**src/rtl/wb_pkg.sv**
```systemverilog
// Shared types for the writeback/retire queue: load classes,
// queue entry layout and the load-class decoder.
package wb_pkg;

  typedef enum logic [3:0] {
    LD_NONE = 4'd0,
    LD_W,
    LD_H,
    LD_HU,
    LD_B,
    LD_BU,
    LD_WL,
    LD_WR,
    LD_ST
  } ld_op_t;

  typedef struct packed {
    logic [31:0] pc;
    ld_op_t      ldop;
    logic        wen;
    logic [4:0]  waddr;
    logic [31:0] result;
    logic [1:0]  eoff;
    logic [31:0] rtold;
    logic        kill;
  } wb_entry_t;

  // funct is the low three opcode bits of a MIPS load
  function automatic ld_op_t ld_op_decode(
    input logic       load,
    input logic       store,
    input logic [2:0] funct
  );
    ld_op_t op;
    op = LD_NONE;
    if (store) begin
      op = LD_ST;
    end else if (load) begin
      unique case (funct)
        3'b000:  op = LD_B;
        3'b001:  op = LD_H;
        3'b010:  op = LD_WL;
        3'b011:  op = LD_W;
        3'b100:  op = LD_BU;
        3'b101:  op = LD_HU;
        3'b110:  op = LD_WR;
        default: op = LD_W;
      endcase
    end
    return op;
  endfunction

endpackage

```
**src/rtl/wb_load_align.sv**
```systemverilog
// Load data alignment: byte/half extraction with extension and
// the LWL/LWR merge over the old rt value.
module wb_load_align
  import wb_pkg::*;
(
  input  ld_op_t      ldop,
  input  logic [1:0]  eoff,
  input  logic [31:0] rdata,
  input  logic [31:0] rtold,
  output logic [31:0] wdata
);

  logic [4:0]  sr;
  logic [4:0]  sl;
  logic [31:0] shr;
  logic [31:0] lmask;
  logic [31:0] rmask;

  assign sr    = {eoff, 3'b000};
  assign sl    = {~eoff, 3'b000};
  assign shr   = rdata >> sr;
  assign lmask = 32'hFFFF_FFFF << sl;
  assign rmask = 32'hFFFF_FFFF >> sr;

  always_comb begin
    wdata = rdata;
    unique case (ldop)
      LD_B:    wdata = {{24{shr[7]}}, shr[7:0]};
      LD_BU:   wdata = {24'd0, shr[7:0]};
      LD_H:    wdata = {{16{shr[15]}}, shr[15:0]};
      LD_HU:   wdata = {16'd0, shr[15:0]};
      LD_WL:   wdata = (rdata << sl) | (rtold & ~lmask);
      LD_WR:   wdata = shr | (rtold & ~rmask);
      default: wdata = rdata;
    endcase
  end

endmodule

```
**src/rtl/wb_retire_queue.sv**
```systemverilog
// In-order writeback/retire queue with pending-write scoreboard.
// Optional same-cycle ALU retire when empty: define WB_BYPASS_EN.
module wb_retire_queue
  import wb_pkg::*;
#(
  parameter int DEPTH = 4,
  parameter int CNT_W = $clog2(DEPTH) + 1
) (
  input  logic             clk,
  input  logic             reset,
  input  logic             in_valid,
  output logic             in_ready,
  input  logic [31:0]      in_pc,
  input  logic [3:0]       in_ldop,
  input  logic             in_wen,
  input  logic [4:0]       in_waddr,
  input  logic [31:0]      in_result,
  input  logic [1:0]       in_eoff,
  input  logic [31:0]      in_rtold,
  input  logic             flush,
  input  logic [31:0]      data_rdata,
  input  logic             data_data_ok,
  output logic             rf_wen,
  output logic [4:0]       rf_waddr,
  output logic [31:0]      rf_wdata,
  output logic             retire_valid,
  output logic [31:0]      retire_pc,
  output logic [31:0]      busy_mask,
  output logic [CNT_W-1:0] count,
  output logic             err
);

  localparam int PW = $clog2(DEPTH);

  wb_entry_t        q [DEPTH];
  wb_entry_t        h;
  wb_entry_t        nw;
  wb_entry_t        e;
  logic [PW-1:0]    head;
  logic [PW-1:0]    tail;
  logic [CNT_W-1:0] cnt;
  logic             h_vld;
  logic             h_mem;
  logic             retire;
  logic             wr;
  logic             push;
  logic             byp;
  logic             stray;
  logic [31:0]      al_data;
  logic [31:0]      wdata_nx;

  assign h      = q[head];
  assign h_vld  = cnt != '0;
  assign h_mem  = h.ldop != LD_NONE;
  assign retire = h_vld && (!h_mem || data_data_ok);
  assign stray  = data_data_ok && !(h_vld && h_mem);
  assign wr     = retire && h.wen && !h.kill
                  && (h.ldop != LD_ST);

  assign in_ready = (cnt != CNT_W'(DEPTH)) && !flush;
  assign count    = cnt;

`ifdef WB_BYPASS_EN
  assign byp = (cnt == '0) && in_valid && !flush
               && (ld_op_t'(in_ldop) == LD_NONE);
`else
  assign byp = 1'b0;
`endif

  assign push = in_valid && in_ready && !byp;

  always_comb begin
    nw        = '0;
    nw.pc     = in_pc;
    nw.ldop   = ld_op_t'(in_ldop);
    nw.wen    = in_wen;
    nw.waddr  = in_waddr;
    nw.result = in_result;
    nw.eoff   = in_eoff;
    nw.rtold  = in_rtold;
    nw.kill   = 1'b0;
  end

  wb_load_align u_align (
    .ldop  (h.ldop),
    .eoff  (h.eoff),
    .rdata (data_rdata),
    .rtold (h.rtold),
    .wdata (al_data)
  );

  assign wdata_nx = h_mem ? al_data : h.result;

  // flush marks every slot; a push never coincides with flush
  always_ff @(posedge clk or posedge reset) begin
    if (reset) begin
      for (int i = 0; i < DEPTH; i++) q[i] <= '0;
      head <= '0;
      tail <= '0;
      cnt  <= '0;
    end else begin
      if (flush) begin
        for (int i = 0; i < DEPTH; i++) q[i].kill <= 1'b1;
      end
      if (push) begin
        q[tail] <= nw;
        tail    <= tail + 1'b1;
      end
      if (retire) head <= head + 1'b1;
      cnt <= cnt + CNT_W'(push) - CNT_W'(retire);
    end
  end

  always_ff @(posedge clk or posedge reset) begin
    if (reset) begin
      rf_wen       <= 1'b0;
      rf_waddr     <= '0;
      rf_wdata     <= '0;
      retire_valid <= 1'b0;
      retire_pc    <= '0;
      err          <= 1'b0;
    end else begin
      rf_wen       <= wr || (byp && in_wen);
      retire_valid <= retire || byp;
      err          <= err || stray;
      if (byp) begin
        rf_waddr  <= in_waddr;
        rf_wdata  <= in_result;
        retire_pc <= in_pc;
      end else if (retire) begin
        rf_waddr  <= h.waddr;
        rf_wdata  <= wdata_nx;
        retire_pc <= h.pc;
      end
    end
  end

  always_comb begin
    busy_mask = '0;
    e         = q[head];
    for (int i = 0; i < DEPTH; i++) begin
      e = q[head + PW'(i)];
      if ((CNT_W'(i) < cnt) && e.wen && !e.kill)
        busy_mask[e.waddr] = 1'b1;
    end
    if (rf_wen) busy_mask[rf_waddr] = 1'b1;
    busy_mask[0] = 1'b0;
  end

endmodule

```
**config.mk**
```make
export PLATFORM = sky130hd
export DESIGN_NAME = wb_retire_queue
export DESIGN_NICKNAME = d
export VERILOG_FILES = /design/src/rtl/wb_pkg.sv /design/src/rtl/wb_load_align.sv /design/src/rtl/wb_retire_queue.sv
export SDC_FILE = /design/constraint.sdc
export NUM_CORES = 1
export LEC_CHECK = 0
export BUFFER_PORTS_ARGS = -buffer_cell sky130_fd_sc_hd__buf_2
export CAP_MARGIN = 20
export CORE_MARGIN = 2
export CORE_UTILIZATION = 54
export CTS_CLUSTER_SIZE = 24
export DETAILED_ROUTE_END_ITERATION = 10
export MAX_ROUTING_LAYER = met4
export PLACE_DENSITY = 0.76
export REMOVE_ABC_BUFFERS = 1
export SYNTH_ARGS = -nofsm -noshare
export SYNTH_HDL_FRONTEND = slang
export SYNTH_SLANG_ARGS = --single-unit
```
**constraint.sdc**
```tcl
create_clock -name clk -period 18.2 [get_ports clk]
set_input_delay 2.73 -clock clk [delete_from_list [all_inputs] [get_ports clk]]
set_output_delay 2.73 -clock clk [all_outputs]
set_load 0.03 [all_outputs]
```
# ---- After elaboration in Yosys (flattened, before gate mapping)
# Index checks and enable logic that the tools add are counted.
dict set report op_classes {
  addsub 6
  bitwise_logic 16
  order_cmp 20
  n_shift 4
  n_reduce_logical 33
  eq_ne 8
  mux 37
}
# op count
set ops {}
lappend ops {{$bmux 109 s2} 4}
lappend ops {{$mux 73} 6}
lappend ops {{$bwmux 436} 1}
lappend ops {{$mux 328} 1}
lappend ops {{$mux 109} 3}
lappend ops {{$demux 109 s2} 1}
lappend ops {{$mux 32} 6}
lappend ops {{$or 32x32->32} 6}
lappend ops {{$pmux 32 s6} 1}
lappend ops {{$and 32x32->32} 2}
lappend ops {{$not 32->32} 2}
lappend ops {{$shl 32x5->32} 1}
lappend ops {{$shl 32x5->32 const A} 1}
lappend ops {{$shr 32x5->32} 1}
lappend ops {{$shr 32x5->32 const A} 1}
lappend ops {{$lt 5x6->1 const B} 5}
lappend ops {{$demux 1 s5} 5}
lappend ops {{$ge 5x1->1 const B} 5}
lappend ops {{$logic_and 1x1->1} 22}
lappend ops {{$eq 4x3->1 const B} 4}
lappend ops {{$ge 3x3->1 const B} 5}
lappend ops {{$not 2->3} 5}
lappend ops {{$mux 1} 9}
lappend ops {{$eq 4x2->1 const B} 2}
lappend ops {{other kinds (14)} 25}
dict set report totals {
  output_inout_bits 108
  inputBits 145
  elab_cells 165
  regBits 515
}

# ---- Longest topological paths before layout
dict set report logic_depth {
  ltp_word 17
  mapped_depth 13
  depth_no_buf 9
}

# ---- Cells and area by module
# Synthesis repeated with hierarchy kept, for this count alone.
dict set report unflattened {
  hier_cells 1884
  area_unflattened_um2 25573.3
}
# module area_each_um2 cells_each seq_area_each_um2 instances
set by_module_without_submodules {}
lappend by_module_without_submodules {wb_retire_queue 23882.9 1627 12887.4 1}
lappend by_module_without_submodules {wb_load_align 1690.4 257 0.0 1}

# ---- Least setup slack after synthesis
# No wires, ideal clock.
dict set report synth_path {
  path_type {input-to-output}
  startpoint {in flush}
  endpoint {out in_ready}
  stages 1
  slack_ns 12.238
  t_arrival_ns 3.232
  n_path_buf 0
  t_required_ns 15.470
  path_cell_list {a21oi_1}
}
dict set report synth_via {
  elab_chain_len 2
}
# element line
set synth_rtl {}
lappend synth_rtl {{start, declared} wb_retire_queue.sv:20} ;# input logic flush,
lappend synth_rtl {{$logic_not 1->1} wb_retire_queue.sv:60} ;# assign in_ready = (cnt != CNT_W'(DEPTH)) && !flush;
lappend synth_rtl {{$logic_and 1x1->1} wb_retire_queue.sv:60}
lappend synth_rtl {{end, declared} wb_retire_queue.sv:12} ;# output logic in_ready,
# Every way passes these cells.

# ---- Worst setup path in the final report
dict set report layout_path {
  startpoint {reg head[1]}
  endpoint {out busy_mask[25]}
}
dict set report layout_via {
  elab_chain_len 17
  word_cells_on_any_way 60
  classes_between {add/sub: 3; order compare: 8; mux: 25; bitwise: 8; reduce/logical: 16}
}
# element line
set layout_rtl {}
lappend layout_rtl {{start, declared} wb_retire_queue.sv:39} ;# logic [PW-1:0] head;
lappend layout_rtl {{start signal, assigned} wb_retire_queue.sv:109} ;# if (retire) head <= head + 1'b1;
lappend layout_rtl {{$add 2x1->2 or $not 2->3 (tied branches)} wb_retire_queue.sv:142} ;# e = q[head + PW'(i)];
lappend layout_rtl {{$not 2->3 (not written as such) or $bmux 109 s2 (tied branches)} wb_retire_queue.sv:142}
lappend layout_rtl {{$bmux 109 s2 or $mux 109 (tied branches)} wb_retire_queue.sv:142}
lappend layout_rtl {{$mux 73 (not written as such) or $mux 109 (tied branches)} wb_retire_queue.sv:142}
lappend layout_rtl {{$mux 73 (not written as such) (tied with other cells)} wb_retire_queue.sv:142}
lappend layout_rtl {{$lt 5x6->1 (not written as such) (tied with other cells)} wb_retire_queue.sv:144} ;# busy_mask[e.waddr] = 1'b1;
lappend layout_rtl {{$logic_and 1x1->1 (not written as such) or $mux 1 (tied branches)} wb_retire_queue.sv:144}
lappend layout_rtl {{$mux 1 (not written as such) or $demux 1 s5 (tied branches)} wb_retire_queue.sv:144}
lappend layout_rtl {{$demux 1 s5 or $mux 32 (tied branches)} {wb_retire_queue.sv:144, wb_retire_queue.sv:143}}
lappend layout_rtl {{$or 32x32->32 (no line)} n/a}
lappend layout_rtl {{$mux 32} wb_retire_queue.sv:143} ;# if ((CNT_W'(i) < cnt) && e.wen && !e.kill)
lappend layout_rtl {{$or 32x32->32 (no line)} n/a}
lappend layout_rtl {{$mux 32} wb_retire_queue.sv:143}
lappend layout_rtl {{$or 32x32->32 (no line)} n/a}
lappend layout_rtl {{$mux 32 (*)} wb_retire_queue.sv:143}
lappend layout_rtl {{$or 32x32->32 (no line)} n/a}
lappend layout_rtl {{$mux 32 (*)} wb_retire_queue.sv:146} ;# if (rf_wen) busy_mask[rf_waddr] = 1'b1;
lappend layout_rtl {{end, declared} wb_retire_queue.sv:28} ;# output logic [31:0] busy_mask,
# Mark *: on every way between the ends. The rest lies on a longest branch, timed or not. The select of a mux whose other input is x is not followed.

==> metrics.yaml <==
clocking:
  cts_tree: "built"
  cts_setup_buffers: 0
  clk_pin_slew_ps: 60
  cts_hold_buf: 0
  cts_root_buffer: "clkbuf_16"
  clk_latency_ps: 610
  numCtsBuffers: 54
  cts_sinks: 515
  h-tree-depth: 2
  cts-resized-gates: 0
  clock_path_buffers: 3
sta:
  fmax_mhz: 152.1
  finalCriticalPeriod_ps: 6577
  final-max-slew-violation-count: 0
  maxSlewHeadroom_pct: 18.40
  tns_ps: 0
  tightest_slew_ps: 1221
  fin_crit_sh_pct: 36.14
  grt_setup_unrepaired: "no"
  setup_viol: 0
  hold_viol: 0
  clock_skew_ps: 21.03
  layout_setup_ws_ps: 11620
synth:
  synth_fa_ha_area_share_pct: 0.4783
  yosys.area_share.simple_pct: 7.300
  synth_top_area_cell: "dfrtp_1"
  syn_area_um2: 25110
  ys_warn_count: 0
  ys_seq_area_share_pct: 51.32
  netlist_instances: 1920
  async_reset_ff_share_pct: 100.0
  synth_top_family_by_area: "multiplexers"
  yosys_register_bits: 515
  synth-xor-area-share_pct: 0.1395
  yosys-top-cells-area: "dfrtp_1 51%, mux2_2 20%, mux4_2 9.5%"
  synth_mux_area_share_pct: 32.11
  syn_avg_cell_area_um2: 13.08
  synthFlopType: "dfrtp_1"
  synth_edf_count: 0
  synth_top_area_share_pct: 51.32
  synth_compound_area_share_pct: 6.498
  synth_cell_types: 55
worst_setup_path:
  reg2reg_slack_ps: 11950
  r2r_cells: 10
  required_ps: 15470
  cp-endpoint: "busy_mask[25]"
  critPathLaunchType: "register"
  r2r_start: "head[1]"
  crit_type: "reg2out"
  reg2reg_to: "rf_wdata[26]"
  cp.arrival_ps: 3850
  crit_fanout: 60
  crit_start: "head[1]"
  end_kind: "primary output"
placed_design:
  gp_congestion: 0.9577
  dp_hpwl_um: 44810
  portBuffers: 251
  place_ws_ps: 11990
cells_and_area:
  drive_above_1_share_pct: 44.05
  syn2layout_area_growth_pct: 15.31
  fin_util_pct: 62.59
  nets: 2297
grt:
  use_met2_pct: 44.92
  grt_pass1_wl_um: 105100
  busiest_layer: "met2"
  track_usage_pct: 29.33
  grt_overflow: 0
  met3_usage_pct: 5.852
  grtUsageMet1_pct: 39.28
  grt_max_degree: 122
  antenna_found_initial: 23
  grt_pass1_vias: 17682
power:
  vdd_drop_max_v: 0.0001321
  leakage_nw: 12.95
  power.density_nw_per_um2: 211.5
floorplanning:
  ios: 253
  start_util_pct: 54.28
  dieArea_um2: 48240
  die_w_um: 219.6
  rows: 79
  core_area_um2: 46260
  die_h_um: 219.6
drt:
  drc_errors: 0
  drt_pass1_iterations: 5
  drtIter0Drc: 1553
  wl_per_cell_um: 24.21
  wl_um: 68200
  ant_nets: 0
  via_per_inst: 6.215
  vias: 17509
job:
  cap_violations: 0
status:
  status: "complete, no violations"
min_path:
  min_path_type: "reg2reg"
  holdPathStages: 2
through the flow:
step	std cells	power (mW)	hold WS, ps	area, um^2
floorplan	1801	4.210	464.4	24620
global placement	2687	4.819	454.3	26920
detailed placement	2687	4.942	457.0	26920
CTS	2786	6.109	472.0	28770
global route	2814	6.463	490.2	28950
finish	2817	6.123	469.1	28950
registers in the layout, summed over array words and instances, names as in the netlist:
name and flops:
retire_pc 32, head 2, tail 2, q 436, rf_waddr 5, rf_wdata 32
retire_valid 1, err 1, count 3, rf_wen 1
synth_stat cells (all sizes together), types with 5 or more instances:
| cell | n |
|---|---|
| mux2i | 54 |
| nor2b | 16 |
| o2bb2ai | 6 |
| nand3 | 43 |
| nor2 | 83 |
| dfrtp | 515 |
| nand2 | 235 |
| o21a | 7 |
| a311oi | 8 |
| a221oi | 26 |
| and3b | 5 |
| buf | 50 |
| nor3 | 10 |
| nor3b | 9 |
| mux2 | 456 |
| a31oi | 15 |
| inv | 12 |
| ha | 8 |
| a22oi | 63 |
| nand2b | 8 |
| mux4 | 106 |
| o22ai | 17 |
| o21ai | 27 |
| clkbuf | 69 |
| a21oi | 27 |
worst min path at each step:
stage,startpoint,to
2_1_floorplan,q[0],q[0]
3_3_place_gp,err,err
3_5_place_dp,retire_pc[12],retire_pc[12]
4_1_cts,retire_pc[26],retire_pc[26]
5_1_grt,retire_pc[24],retire_pc[24]
6_report,retire_pc[24],retire_pc[24]
per-layer routing:
metal,part of all wire (%),vias to the layer above
met2,48,645
met5,0,-
met4,3.4,0
met3,6.8,139
met1,42,9121
li1,-,7604
layout by cell type, fill, tap and decap left out, types with 5 or more instances in the layout:
| cell | instances |
|---|---|
| dfrtp_1 | 513 |
| mux2_2 | 456 |
| buf_2 | 253 |
| nand2_1 | 231 |
| mux4_2 | 106 |
| nor2_1 | 83 |
| a22oi_1 | 63 |
| clkbuf_16 | 55 |
| mux2i_1 | 54 |
| nand3_1 | 43 |
| a21oi_1 | 27 |
| buf_4 | 27 |
| o21ai_0 | 26 |
| diode_2 | 24 |
| o22ai_1 | 17 |
| nor2b_1 | 16 |
| a221oi_1 | 16 |
| a31oi_1 | 15 |
| clkbuf_8 | 14 |
| clkbuf_1 | 13 |
| inv_1 | 10 |
| nor3_1 | 10 |
| a221oi_2 | 10 |
| nor3b_1 | 9 |
| clkinv_2 | 8 |
| nand2b_1 | 8 |
| a311oi_1 | 8 |
| ha_1 | 8 |
| o21a_1 | 7 |
| o2bb2ai_1 | 6 |
| and3b_1 | 5 |
| bufinv_16 | 5 |
power by group:
part           switching (mW)  total (mW)  internal [mW]
Combinational            1.59        2.89           1.30
Clock                   0.459        1.14          0.683
Sequential              0.361        2.09           1.73
critical path: stages (launching register included):
cell     delay (ps)
dfrtp_4        1040
mux2i_1         310
mux2i_1         130
or3b_2          500
nor2_1          650
a22oi_1         200
nand3_1         170
buf_2           210
final cells by class:
class                   count  area [um^2]
fillers                  3493        17310
flip-flops and latches    515        12890
multi-input cells        1274        11730
clock buffers              82         1618
repair buffers            286         1607
well taps                 607        759.5
clock inverters            17        229.0
diodes                     24        60.06
inverters                  12        53.80
cell families (layout without fill, tap and decap cells):
logic type | Yosys count | in the layout
mux | 616 | 616
flops | 515 | 515
simple gates | 424 | 424
compound gates | 220 | 220
buf+inv | 131 | 397
fa+ha+maj | 9 | 9
xor+xnor | 4 | 4
other cells | 1 | 25
Power figures use the tool's default switching activity.
